<file path="src/rtl/logip_ctrl_pkg.sv">
// Shared constants for the logIP capture/readout controller: count width,
// command field offsets and FSM state encoding.
package logip_ctrl_pkg;

    localparam int CNT_W     = 16;
    localparam int READ_LSB  = 0;
    localparam int DELAY_LSB = 16;

    typedef logic [1:0] state_t;

    localparam state_t ST_IDLE    = 2'd0;
    localparam state_t ST_DELAY   = 2'd1;
    localparam state_t ST_TX_REQ  = 2'd2;
    localparam state_t ST_TX_WAIT = 2'd3;

endpackage

</file>
<file path="src/rtl/logip_dcnt.sv">
// Loadable down-counter used for both the post-trigger delay and the
// readout word count.
module logip_dcnt #(
    parameter int W = 18
) (
    input  logic         clk_i,
    input  logic         rst_in,
    input  logic         load_i,
    input  logic [W-1:0] load_val_i,
    input  logic         dec_i,
    output logic [W-1:0] cnt_o
);

    localparam logic [W-1:0] ONE  = {{(W-1){1'b0}}, 1'b1};
    localparam logic [W-1:0] ZERO = {W{1'b0}};

    logic [W-1:0] cnt_r;

    // Load wins over decrement; decrement never wraps below zero
    always_ff @(posedge clk_i or negedge rst_in) begin
        if (!rst_in) begin
            cnt_r <= ZERO;
        end else if (load_i) begin
            cnt_r <= load_val_i;
        end else if (dec_i && (cnt_r != ZERO)) begin
            cnt_r <= cnt_r - ONE;
        end else begin
            cnt_r <= cnt_r;
        end
    end

    assign cnt_o = cnt_r;

endmodule

</file>
<file path="src/rtl/logip_ctrl.sv">
// logIP capture/readout controller: waits out the post-trigger delay, then
// paces the memory readout through the UART transmitter one word per busy period.
module logip_ctrl #(
    parameter int CNT_W = 16
) (
    input  logic               clk_i,
    input  logic               rst_in,
    input  logic               set_cnt_i,
    input  logic [2*CNT_W-1:0] cmd_i,
    input  logic               run_i,
    input  logic               stb_i,
    input  logic               tx_rdy_i,
    output logic               tx_stb_o,
    output logic               tx_sel_o
);

    import logip_ctrl_pkg::*;

    // The read counter needs one extra bit: 4*(0xFFFF+1) is 2^18.
    localparam int DCNT_W = CNT_W + 2;
    localparam int RCNT_W = CNT_W + 3;
    localparam logic [DCNT_W-1:0] DCNT_ONE  = {{(DCNT_W-1){1'b0}}, 1'b1};
    localparam logic [DCNT_W-1:0] DCNT_ZERO = {DCNT_W{1'b0}};
    localparam logic [RCNT_W-1:0] RCNT_ZERO = {RCNT_W{1'b0}};
    localparam logic [RCNT_W-1:0] RCNT_FOUR = {{(RCNT_W-3){1'b0}}, 3'b100};

    logic [CNT_W-1:0]  read_cnt_r;
    logic [CNT_W-1:0]  delay_cnt_r;
    state_t            state_r;
    state_t            state_nxt_s;
    logic              tx_stb_r;
    logic              tx_sel_r;
    logic              stb_nxt_s;
    logic              arm_s;
    logic              ddec_s;
    logic              rdec_s;
    logic [DCNT_W-1:0] dload_val_s;
    logic [RCNT_W-1:0] rload_val_s;
    logic [DCNT_W-1:0] dcnt_s;
    logic [RCNT_W-1:0] rcnt_s;

    assign arm_s       = (state_r == ST_IDLE) && run_i;
    assign ddec_s      = (state_r == ST_DELAY) && stb_i;
    assign rdec_s      = (state_r == ST_TX_REQ) && tx_rdy_i;
    assign dload_val_s = {delay_cnt_r, 2'b00};
    assign rload_val_s = {1'b0, read_cnt_r, 2'b00} + RCNT_FOUR;

    logip_dcnt #(.W(DCNT_W)) u_dcnt (
        .clk_i      (clk_i),
        .rst_in     (rst_in),
        .load_i     (arm_s),
        .load_val_i (dload_val_s),
        .dec_i      (ddec_s),
        .cnt_o      (dcnt_s)
    );

    logip_dcnt #(.W(RCNT_W)) u_rcnt (
        .clk_i      (clk_i),
        .rst_in     (rst_in),
        .load_i     (arm_s),
        .load_val_i (rload_val_s),
        .dec_i      (rdec_s),
        .cnt_o      (rcnt_s)
    );

    // Count registers; a load mid-capture only takes effect at the next arm
    always_ff @(posedge clk_i or negedge rst_in) begin
        if (!rst_in) begin
            read_cnt_r  <= {CNT_W{1'b0}};
            delay_cnt_r <= {CNT_W{1'b0}};
        end else if (set_cnt_i) begin
            read_cnt_r  <= cmd_i[READ_LSB +: CNT_W];
            delay_cnt_r <= cmd_i[DELAY_LSB +: CNT_W];
        end else begin
            read_cnt_r  <= read_cnt_r;
            delay_cnt_r <= delay_cnt_r;
        end
    end

    // Next-state and next-strobe decode
    always_comb begin
        state_nxt_s = state_r;
        stb_nxt_s   = 1'b0;
        case (state_r)
            ST_IDLE: begin
                if (run_i) begin
                    state_nxt_s = (dload_val_s != DCNT_ZERO) ? ST_DELAY : ST_TX_REQ;
                end else begin
                    state_nxt_s = ST_IDLE;
                end
            end
            ST_DELAY: begin
                if (stb_i && (dcnt_s == DCNT_ONE)) begin
                    state_nxt_s = ST_TX_REQ;
                end else begin
                    state_nxt_s = ST_DELAY;
                end
            end
            ST_TX_REQ: begin
                if (tx_rdy_i) begin
                    state_nxt_s = ST_TX_WAIT;
                    stb_nxt_s   = 1'b1;
                end else begin
                    state_nxt_s = ST_TX_REQ;
                end
            end
            ST_TX_WAIT: begin
                // Only a drop of tx_rdy_i proves the transmitter took the word
                if (!tx_rdy_i) begin
                    state_nxt_s = (rcnt_s == RCNT_ZERO) ? ST_IDLE : ST_TX_REQ;
                end else begin
                    state_nxt_s = ST_TX_WAIT;
                end
            end
            default: begin
                state_nxt_s = ST_IDLE;
            end
        endcase
    end

    // State and registered Moore outputs
    always_ff @(posedge clk_i or negedge rst_in) begin
        if (!rst_in) begin
            state_r  <= ST_IDLE;
            tx_stb_r <= 1'b0;
            tx_sel_r <= 1'b0;
        end else begin
            state_r  <= state_nxt_s;
            tx_stb_r <= stb_nxt_s;
            tx_sel_r <= (state_nxt_s == ST_TX_REQ) || (state_nxt_s == ST_TX_WAIT);
        end
    end

    assign tx_stb_o = tx_stb_r;
    assign tx_sel_o = tx_sel_r;

endmodule

</file>
<file path="config.mk">
export PLATFORM = sky130hd
export DESIGN_NAME = logip_ctrl
export DESIGN_NICKNAME = d
export VERILOG_FILES = /design/src/rtl/logip_ctrl_pkg.sv /design/src/rtl/logip_dcnt.sv /design/src/rtl/logip_ctrl.sv
export SDC_FILE = /design/constraint.sdc
export NUM_CORES = 1
export LEC_CHECK = 0
export CAP_MARGIN = 10
export CELL_PAD_IN_SITES_DETAIL_PLACEMENT = 0
export CELL_PAD_IN_SITES_GLOBAL_PLACEMENT = 1
export CORE_MARGIN = 2
export CORE_UTILIZATION = 45
export DETAILED_ROUTE_END_ITERATION = 10
export GPL_ROUTABILITY_DRIVEN = 0
export PLACE_DENSITY_LB_ADDON = 0.05
export SYNTH_ARGS = -nofsm -noshare
export SYNTH_HDL_FRONTEND = slang
export SYNTH_SLANG_ARGS = --single-unit
</file>
<file path="constraint.sdc">
create_clock -name clk_i -period 5.4 [get_ports clk_i]
set_input_delay 0.54 -clock clk_i [delete_from_list [all_inputs] [get_ports clk_i]]
set_output_delay 0.54 -clock clk_i [all_outputs]
set_load 0.03 [all_outputs]
</file>
# --- Word-level counts from Yosys, hierarchy flattened ---
# Cells that the tools add are included.
totals:
  reg_bits: 73
  elab_cells: 43
classes:
  mux: 13
  n_reduce_logical: 14
  n_eq_ne: 6
  add_sub_neg: 3
op_table:
  columns: ["op", "count"]
  rows:
  - ["$mux 19", 2]
  - ["$mux 18", 2]
  - ["$reduce_bool 18->1", 2]
  - ["$add 18x3->19 const B", 1]
  - ["$logic_not 19->1", 1]
  - ["$reduce_bool 19->1", 1]
  - ["$sub 19x1->19 const B", 1]
  - ["$eq 18x1->1 const B", 1]
  - ["$sub 18x1->18 const B", 1]
  - ["$mux 2", 5]
  - ["$eq 2x2->1 const B", 4]
  - ["$pmux 2 s4", 1]
  - ["$logic_and 1x1->1", 6]
  - ["$reduce_bool 2->1", 2]
  - ["$mux 1", 3]
  - ["$eq 2x1->1 const B", 1]
  - ["$logic_not 2->1", 1]
  - ["$logic_or 1x1->1", 1]

# --- Logic depth before layout (Yosys ltp) ---
# Gate-level depths: netlist of the first run.
logic_depth:
  word_depth: 6
  ltp_mapped: 8
  mapped_depth_nobuf: 7

# --- By module ---
# Synthesis of the first run repeated with hierarchy kept, for this count alone.
hier_totals:
  cells_unflattened: 402
  area_unflattened_um2: 4125.2
modules_own_cells:
  columns: ["module", "n_inst", "area_each_um2", "seq_area_each_um2", "cells_per_inst"]
  rows:
  - ["logip_ctrl", 1, 1712.9, 875.8, 143]
  - ["logip_dcnt (u_dcnt)", 1, 1209.9, 450.4, 135]
  - ["logip_dcnt (u_rcnt)", 1, 1202.4, 475.5, 124]

# --- Worst setup path after synthesis of the first run ---
# No wires, ideal clock.
synth_timing:
  path_type: "register to register"
  from: "reg u_dcnt.cnt_r[7], in the netlist u_dcnt.cnt_o[7]"
  to: "reg u_dcnt.cnt_r[17], in the netlist u_dcnt.cnt_o[17]"
  synth_period_minus_slack_ps: 2379
  setup_slack_ps: 3021
  n_path_buf: 0
  stages_incl_launch_ff: 6
  arrival_time_ps: 2248
  path_cell_list: "dfrtp_1 -> or4_4 -> or4_4 -> or4_1 -> xor2_1 -> o21ai_2"
synth_between:
  elab_chain_len: 3
  elab_cells_between_ends: 6
  cone_classes: "1 x add/sub; 2 x mux; 3 x reduce/logical"
synth_lines:
  columns: ["item", "line", "rtl"]
  rows:
  - ["start: declaration", "logip_dcnt.sv:17", "logic [W-1:0] cnt_r;"]
  - ["start signal: assignment", "logip_dcnt.sv:24", "cnt_r <= load_val_i;"]
  - ["start signal: assignment", "logip_dcnt.sv:26", "cnt_r <= cnt_r - ONE;"]
  - ["start signal: assignment", "logip_dcnt.sv:28", "cnt_r <= cnt_r;"]
  - ["$sub 18x1->18 / $reduce_bool 18->1 (equally long branches)", "logip_dcnt.sv:26, logip_dcnt.sv:25", null]
  - ["$mux 18 / $logic_and 1x1->1 (equally long branches)", "logip_dcnt.sv:25", "end else if (dec_i && (cnt_r != ZERO)) begin"]
  - ["$mux 18 / $reduce_bool 2->1 (equally long branches)", null, null]
# Parallel ways exist; a longest one is shown, timed or not. The select of a mux whose other input is x is not followed.
# A chain may end at the register's enable or synchronous reset.

# --- Worst setup path after layout of the first run ---
layout_timing:
  from: "reg u_dcnt.cnt_r[7], in the netlist u_dcnt.cnt_o[7]"
  to: "reg u_dcnt.cnt_r[13], in the netlist u_dcnt.cnt_o[13]"
# The elaborated chain is that of the path after synthesis.

==> impl_metrics.csv, run 1 <==
group,metric,value,unit
critical_path,endpoint_kind,"flop",
logic_synthesis,syn_area_per_cell,10.3,sq um
job,maxCapViolCount,0,
logic_synthesis,synthesis.instances,384,
logic_synthesis,synthArstFlopShare,100,%
layout,fillers,807,
critical_path,crit_required,5630,ps
clocking,htree_levels,3,
critical_path,startpoint,"u_dcnt.cnt_o[7]",
clocking,post_cts_resize_count,0,
critical_path,ff2ff_path_depth,5,
grt,overflow,0,
clocking,postCtsSetupBuffers,0,
timing,maxSlewViolCount,0,
die,die_width,97.7,um
timing,fin_crit_sh,52.6,%
detailed_routing,drt_iter0_drc,204,
layout,multiInputGateArea,0.00202,sq mm
timing,rsz0062_at_grt,"no",
detailed_routing,vias,3170,
critical_path,path_cells,"or4_4, or4_4, o21ai_2, o21bai_1, a221o_1",
timing,tightest_slew,931,ps
logic_synthesis,synth_top_cell_area_share,46.3,%
logic_synthesis,synth_area,0.00395,sq mm
logic_synthesis,yosys-top-cells-area,"dfrtp_1, mux2_2, nand2_1",
critical_path,setup.worst_path.class,"reg -> reg",
die,dieArea,0.00954,sq mm
layout,final_util,53.6,%
layout,register_area,0.00183,sq mm
layout,area_growth,16.7,%
die,die_h,97.7,um
clocking,clock-sinks,73,
layout,nNetsFinal,464,
logic_synthesis,ys_seq_area_share,46.3,%
critical_path,crit_slowest_cell,"o21ai_2",
power,powerDensity,414,mW/mm^2
clocking,cts_tree,"done",
critical_path,path_common_cell,"or4_4",
logic_synthesis,yosys_warnings,0,
timing,clock.fmax,352,MHz
clocking,cts_root_buffer,"clkbuf_8",
logic_synthesis,synth_top_cell_by_area,"dfrtp_1",
grt,grt_max_degree,74,
grt,antenna_found_initial,0,
detailed_routing,wire_per_inst,16.9,um
logic_synthesis,ys_ff_latch,73,
die,ios,40,
die,initial_core_util,45.9,%
clocking,hold_buffers,0,
detailed_routing,firstDrtPassIters,5,
clocking,cts_made_buffers,9,
layout,diodes,0,
grt,grt_usage,19.8,%
timing,hold_violations,0,
logic_synthesis,synth_edf_count,0,
timing,fin_crit,2840,ps
layout,drive_gt1_share,14.6,%
power,irDropWorstVdd,0.000161,V
clocking,cts_buffer_depth,2,
detailed_routing,via_per_inst,5.95,
clocking,clkTransAtPathRegs,80,ps
grt,grt_pass1_vias,2948,
placement,dp_hpwl,6230,um
detailed_routing,ant_nets,0,
power,power.leakage,1.79,nW
clocking,insertion_delay,350,ps
run_status,outcome,"complete, no violations",
critical_path,slowest_delay,660,ps
timing,finClkSkew,12.6,ps
placement,io_buffers,39,
logic_synthesis,synth_cell_types,53,
critical_path,cp_max_fo,21,
critical_path,regToRegEndpoint,"u_dcnt.cnt_o[13]",
detailed_routing,drc,0,
critical_path,worstSetupEndpoint,"u_dcnt.cnt_o[13]",
critical_path,reg2reg_slack,2560,ps
timing,setup_viol,0,
die,core,0.00859,sq mm
timing,fin_tns_setup,0,ps
logic_synthesis,yosysMostFrequentCell,"dfrtp_1",
detailed_routing,wl,9020,um
critical_path,cp.arrival,3070,ps
timing,slew_headroom,37.9,%
hold_path,worstHoldPathType,"in -> async",
critical_path,cp-start-kind,"flop",
logic_synthesis,syn_nets,428,
grt,grt_pass1_wl,15200,um
logic_synthesis,synthTopCellsByCount,"dfrtp_1, mux2_2, nand2_1",
critical_path,r2r-start,"u_dcnt.cnt_o[7]",
die,rows,34,
logic_synthesis,synth-main-ff-cell,"dfrtp_1",
-- cells in the final DEF, fill, tap and decap left out, types with 4 or more instances in the layout --
cell type         n
o311ai_0          4
a31oi_1           9
xor2_1           11
mux2_2           32
dfrtp_1          73
xnor2_1           8
or4_1            10
nor2_1           24
nand3b_1          4
nand2_1          28
clkdlybuf4s50_1  38
a211o_1           5
nand4_1           9
buf_4             4
a221o_1           4
inv_1            11
or3_1            10
o21ai_0          13
clkbuf_8         10
nor3_1            7
ha_1              6
nand3_1          15
nor4_1           15
a21oi_1           7
and2_1            4
o211ai_1          8
-- metrics by stage --
| step | area [sq um] | instances | power (mW) | setup slack, ps | hold slack, ps |
|---|---|---|---|---|---|
| 2_1_floorplan | 3950 | 384 | 1.33 | 3020 | 244 |
| 3_3_place_gp | 4430 | 517 | 1.50 | 2290 | 505 |
| 3_5_place_dp | 4430 | 517 | 1.53 | 2220 | 497 |
| 4_1_cts | 4600 | 533 | 1.92 | 2200 | 366 |
| 5_1_grt | 4610 | 533 | 2.06 | 2340 | 395 |
| 6_report | 4610 | 533 | 1.91 | 2560 | 316 |
-- worst max-delay path: cells and delay by family, from the launching register on --
kind	cells	cell delay, ps
flip-flops	1	440
AND/OR/NAND/NOR	2	1110
AO/OA/AOI/OAI	3	1160
-- sequential cells by signal, indices dropped and copies added (netlist names) --
signal	cells
u_dcnt.cnt_o	18
read_cnt_r	16
tx_stb_o	1
delay_cnt_r	16
state_r	2
tx_sel_o	1
u_rcnt.cnt_o	19
-- power by group --
group          leakage, nW  internal (mW)  switching (mW)
registers            0.867          0.716           0.203
clock network       0.0891          0.178           0.207
logic                0.833          0.288           0.316
total                 1.79           1.18           0.726
-- worst min-delay path by stage --
stage	depth (start not counted)	slack, ps	end
after floorplan	0	240	delay_cnt_r[0]
after global placement	1	510	u_dcnt.cnt_o[15]
after detailed placement	1	500	u_dcnt.cnt_o[15]
after CTS	1	370	u_dcnt.cnt_o[0]
after global routing	1	400	u_dcnt.cnt_o[3]
final	1	320	u_dcnt.cnt_o[5]
-- final cells by class --
class	instances	share of cell area [%]
timing repair buffer	42	8.91
tap	108	2.93
sequential	73	39.7
clock inverter	5	0.679
multi-input combinational	283	43.9
inverter	11	0.896
clock buffer	11	3.07
-- kinds of logic (layout without fill, tap and decap cells) --
kind of cell / after synthesis / count (layout) / share of synthesized area [%]
XOR/XNOR: 19 / 19 / 4.22
buffers and inverters: 28 / 69 / 2.76
multiplexers: 35 / 35 / 9.89
AO/OA/AOI/OAI: 79 / 79 / 14.8
flip-flops: 73 / 73 / 46.3
adder cells (fa/ha/maj): 6 / 6 / 1.90
AND/OR/NAND/NOR: 144 / 144 / 20.1
-- layer usage --
layer  vias up  wire length, um  track usage (%)  share of wire [%]
met4         0               51             5.45               0.57
met1      1550             4920             33.0                 55
met3         5              456             4.60                5.1
li1       1537                -                -                  -
met5         -                0                0                  0
met2        78             3590             25.0                 40
(Power assumes the default switching activity.)
==> run 2, diff against run 1 <==
==> constraint.sdc (replaced) <==
create_clock -name clk_i -period 2.8 [get_ports clk_i]
set_input_delay 0.28 -clock clk_i [delete_from_list [all_inputs] [get_ports clk_i]]
set_output_delay 0.28 -clock clk_i [all_outputs]
set_load 0.03 [all_outputs]
==> run 2 against run 1 <==
Net effect: worst setup slack worse by 2300 ps; global-route usage increased by 0.32 points; die area stayed put; final cell count rose by 1.1%; via count is 0.13% lower; highest routed layer unchanged; maximum frequency increased by 12%; sequential share of layout area shrank 0.59 points.
==> impl_metrics.csv, run 2 (synthesized netlist as in run 1, its figures left out) <==
group,metric,value,unit
grt,overflow,0,
layout,register_area,0.00183,sq mm
critical_path,cp-start-kind,"flop",
critical_path,crit_required,3100,ps
clocking,postCtsSetupBuffers,0,
detailed_routing,via_per_inst,5.87,
timing,maxSlewViolCount,0,
detailed_routing,ant_nets,0,
run_status,outcome,"complete, no violations",
critical_path,cp_max_fo,10,
critical_path,path_common_cell,"or4_4",
hold_path,worstHoldPathType,"in -> async",
timing,fin_crit_sh,90.7,%
grt,grt_pass1_wl,15400,um
timing,timing.final.ws_setup,260,ps
critical_path,cp.arrival,2840,ps
critical_path,setup.worst_path.class,"reg -> reg",
grt,grt_usage,20.1,%
clocking,cts_made_buffers,9,
grt,grt_max_degree,74,
timing,clock.fmax,394,MHz
detailed_routing,wl,9070,um
detailed_routing,wire_per_inst,16.8,um
timing,hold_violations,0,
clocking,htree_levels,3,
clocking,hold_buffers,0,
layout,area_growth,18.5,%
timing,tightest_slew,953,ps
critical_path,crit_slowest_cell,"or4_4",
layout,diodes,0,
timing,slew_headroom,36.5,%
clocking,clkTransAtPathRegs,90,ps
die,ios,40,
layout,final_common_cell,"dfrtp_1",
layout,largest_register_ffs,19,
detailed_routing,drt_iter0_drc,201,
timing,finClkSkew,15.6,ps
critical_path,cp_top_family,"simple AND/OR/NAND/NOR gates",
critical_path,path_cells,"or4_4, or4_4, o31ai_4, o21bai_1, a221o_1",
die,dieArea,0.00954,sq mm
die,die_width,97.7,um
layout,multiInputGateArea,0.00202,sq mm
die,initial_core_util,45.9,%
critical_path,reg2reg_slack,260,ps
placement,io_buffers,39,
detailed_routing,vias,3166,
detailed_routing,firstDrtPassIters,4,
timing,setup_viol,0,
grt,antenna_found_initial,0,
critical_path,path_buf_inv,0,
clocking,clock-sinks,73,
job,maxCapViolCount,0,
layout,drive_gt1_share,15.8,%
layout,fillers,772,
clocking,insertion_delay,350,ps
die,die_h,97.7,um
critical_path,slowest_delay,580,ps
power,powerDensity,814,mW/mm^2
timing,rsz0062_at_grt,"no",
placement,preCtsSetupSlack,306,ps
timing,fin_tns_setup,0,ps
placement,dp_hpwl,6280,um
layout,final_cell_mix,"dfrtp_1, clkdlybuf4s50_1, mux2_2",
clocking,cts_tree,"done",
timing,fin_crit,2540,ps
power,power.leakage,1.83,nW
timing,whs,10.5,ps
critical_path,endpoint_kind,"flop",
die,rows,34,
die,core,0.00859,sq mm
layout,nNetsFinal,470,
detailed_routing,drc,0,
power,irDropWorstVdd,0.000314,V
clocking,cts_root_buffer,"clkbuf_8",
clocking,cts_buffer_depth,2,
clocking,post_cts_resize_count,0,
grt,grt_pass1_vias,2970,
[run 2: cell types whose count changed in the layout (fill, tap and decap cells not counted), sizes merged]
cell    delta
buf        +6
clkbuf     -2
inv        +2
bufinv     +1
clkinv     -1
[run 2: worst paths after layout]
| check | from | to | cells after the start |
|---|---|---|---|
| setup / recovery | u_dcnt.cnt_o[7] | u_dcnt.cnt_o[15] | 5 |
| hold / removal | rst_in | u_dcnt.cnt_o[5] | 1 |
| setup reg to reg | u_dcnt.cnt_o[7] | u_dcnt.cnt_o[15] | 5 |
| hold reg to reg | u_dcnt.cnt_o[15] | u_dcnt.cnt_o[15] | 1 |
| max in group asynchronous | rst_in | read_cnt_r[10] | 1 |
| min in group clk_i | cmd_i[14] | read_cnt_r[14] | 3 |
[run 2: per-layer routing]
layer	GRT usage (%)	vias up	part of all wire (%)
li1	-	1548	-
met1	32.5	1533	54
met2	26.9	77	40
met3	3.81	8	4.6
met4	6.41	0	1.3
met5	0	-	0
[run 2: report_power, final]
part	leakage (nW)	internal (mW)	switching [mW]
sequential	0.867	1.38	0.390
clock	0.100	0.419	0.436
combinational	0.861	0.576	0.605
[run 2: through the flow]
| step | instance area (sq um) | std cells | utilization, % | power, mW |
|---|---|---|---|---|
| floorplan | 3950 | 384 | - | 2.56 |
| global placement | 4480 | 523 | 52.1 | 2.93 |
| detailed placement | 4480 | 523 | 52.1 | 2.96 |
| CTS | 4680 | 539 | 54.4 | 3.82 |
| global route | 4680 | 539 | 54.4 | 4.10 |
| finish | 4680 | 539 | 54.4 | 3.81 |
[run 2: cell type report]
cell class	count	share of cell area, %
Clock buffer	9	2.65
Inverter	11	0.883
Multi-Input combinational cell	283	43.1
Tap cell	108	2.89
Timing Repair Buffer	48	9.74
Clock inverter	7	1.66
Sequential cell	73	39.1
==> run 3, diff against run 2 <==
--- a/config.mk
+++ b/config.mk
@@ -12,6 +12,7 @@
 export CORE_UTILIZATION = 45
 export DETAILED_ROUTE_END_ITERATION = 10
 export GPL_ROUTABILITY_DRIVEN = 0
+export MAX_ROUTING_LAYER = met4
 export PLACE_DENSITY_LB_ADDON = 0.05
 export SYNTH_ARGS = -nofsm -noshare
 export SYNTH_HDL_FRONTEND = slang
==> run 3 against run 2 <==
Net effect: clock-buffer cell count did not move; total power barely moved; via count shrank 0.32%; global-route usage rose by 0.51 points; final cell count stayed put; wire length decreased by 0.39%; flip-flop and latch count unchanged; largest cell class unchanged; highest routed layer unchanged.
==> impl_metrics.csv, run 3 (synthesized netlist as in run 1, its figures left out) <==
group,metric,value,unit
grt,grt_pass1_vias,2963,
layout,final_util,54.4,%
clocking,clock-sinks,73,
timing,tightest_slew,948,ps
clocking,cts_tree,"done",
placement,io_buffers,39,
clocking,cts_buffer_depth,2,
clocking,hold_buffers,0,
timing,hold_violations,0,
job,maxCapViolCount,0,
die,initial_core_util,45.9,%
critical_path,endpoint_kind,"flop",
timing,slew_headroom,36.8,%
critical_path,cp.arrival,2810,ps
detailed_routing,wire_per_inst,16.8,um
power,powerDensity,813,mW/mm^2
grt,grt_pass1_wl,15400,um
die,ios,40,
layout,nNetsFinal,470,
detailed_routing,wl,9040,um
clocking,post_cts_resize_count,0,
detailed_routing,via_per_inst,5.86,
clocking,insertion_delay,350,ps
clocking,cts_made_buffers,9,
critical_path,cp_max_fo,10,
hold_path,worstHoldPathType,"in -> async",
power,finalPower,3.80,mW
layout,largest_register_ffs,19,
layout,final_cell_mix,"dfrtp_1, clkdlybuf4s50_1, mux2_2",
critical_path,setup.worst_path.class,"reg -> reg",
layout,final_common_cell,"dfrtp_1",
timing,fin_tns_setup,0,ps
die,dieArea,0.00954,sq mm
placement,dp_hpwl,6280,um
grt,antenna_found_initial,0,
run_status,outcome,"complete, no violations",
layout,area_growth,18.5,%
timing,setup_viol,0,
timing,maxSlewViolCount,0,
detailed_routing,firstDrtPassIters,4,
power,irDropWorstVdd,0.000314,V
clocking,postCtsSetupBuffers,0,
detailed_routing,ant_nets,0,
die,die_width,97.7,um
clocking,cts_root_buffer,"clkbuf_8",
timing,fin_crit,2520,ps
grt,overflow,0,
detailed_routing,vias,3156,
die,die_h,97.7,um
layout,drive_gt1_share,15.8,%
timing,rsz0062_at_grt,"no",
layout,diodes,0,
die,rows,34,
layout,fillers,772,
critical_path,crit_required,3090,ps
timing,clock.fmax,398,MHz
die,core,0.00859,sq mm
timing,fin_crit_sh,89.8,%
grt,grt_usage,20.7,%
clocking,htree_levels,3,
grt,grt_max_degree,74,
detailed_routing,drc,0,
detailed_routing,drt_iter0_drc,221,
clocking,clkTransAtPathRegs,90,ps
critical_path,cp-start-kind,"flop",
timing,finClkSkew,16.6,ps
power,power.leakage,1.83,nW
run 3: cell counts in the layout (fill, tap and decap cells not counted):
Identical to the previous run, type by type.
run 3: per-layer routing:
| metal | wire, um | up-vias | GRT usage (%) |
|---|---|---|---|
| li1 | - | 1547 | - |
| met1 | 4870 | 1519 | 32.5 |
| met2 | 3630 | 81 | 26.8 |
| met3 | 413 | 9 | 3.17 |
| met4 | 122 | 0 | 7.05 |
| met5 | 0 | - | - |
run 3: report_power, final:
group          switching [mW]  internal, mW  total [mW]
clock                   0.433         0.419       0.853
combinational           0.605         0.576        1.18
sequential              0.390          1.38        1.77
total                    1.43          2.38        3.80
run 3: final cells by class:
cell class	count	area (sq um)	share of cell area, %
multi-input cells	283	2020	43.1
flip-flops and latches	73	1830	39.1
repair buffers	48	455	9.74
well taps	108	135	2.89
clock buffers	9	124	2.65
clock inverters	7	77.6	1.66
inverters	11	41.3	0.883
run 3: critical path, stage by stage, from the launching register on:
cell	delay, ps
dfrtp_1	460
or4_4	580
or4_4	540
o31ai_4	540
o21bai_1	190
a221o_1	150
run 3: path summary, 6_finish.rpt:
check,from,to,slack (ps),depth (start not counted)
min in group clk_i,cmd_i[14],read_cnt_r[14],490,3
worst max-delay path,u_dcnt.cnt_o[7],u_dcnt.cnt_o[13],280,5
worst max register to register,u_dcnt.cnt_o[7],u_dcnt.cnt_o[13],280,5
max in group asynchronous,rst_in,read_cnt_r[10],2100,1
worst min-delay path,rst_in,u_dcnt.cnt_o[5],20,1
worst min register to register,u_dcnt.cnt_o[15],u_dcnt.cnt_o[15],530,1
run 3: stage by stage:
step	std cells	area, sq um	hold slack, ps	setup slack, ps
5_1_grt	539	4680	141	193
4_1_cts	539	4680	95.5	302
3_3_place_gp	523	4480	484	368
6_report	539	4680	19.2	285
2_1_floorplan	384	3950	-15.6	421
3_5_place_dp	523	4480	489	306
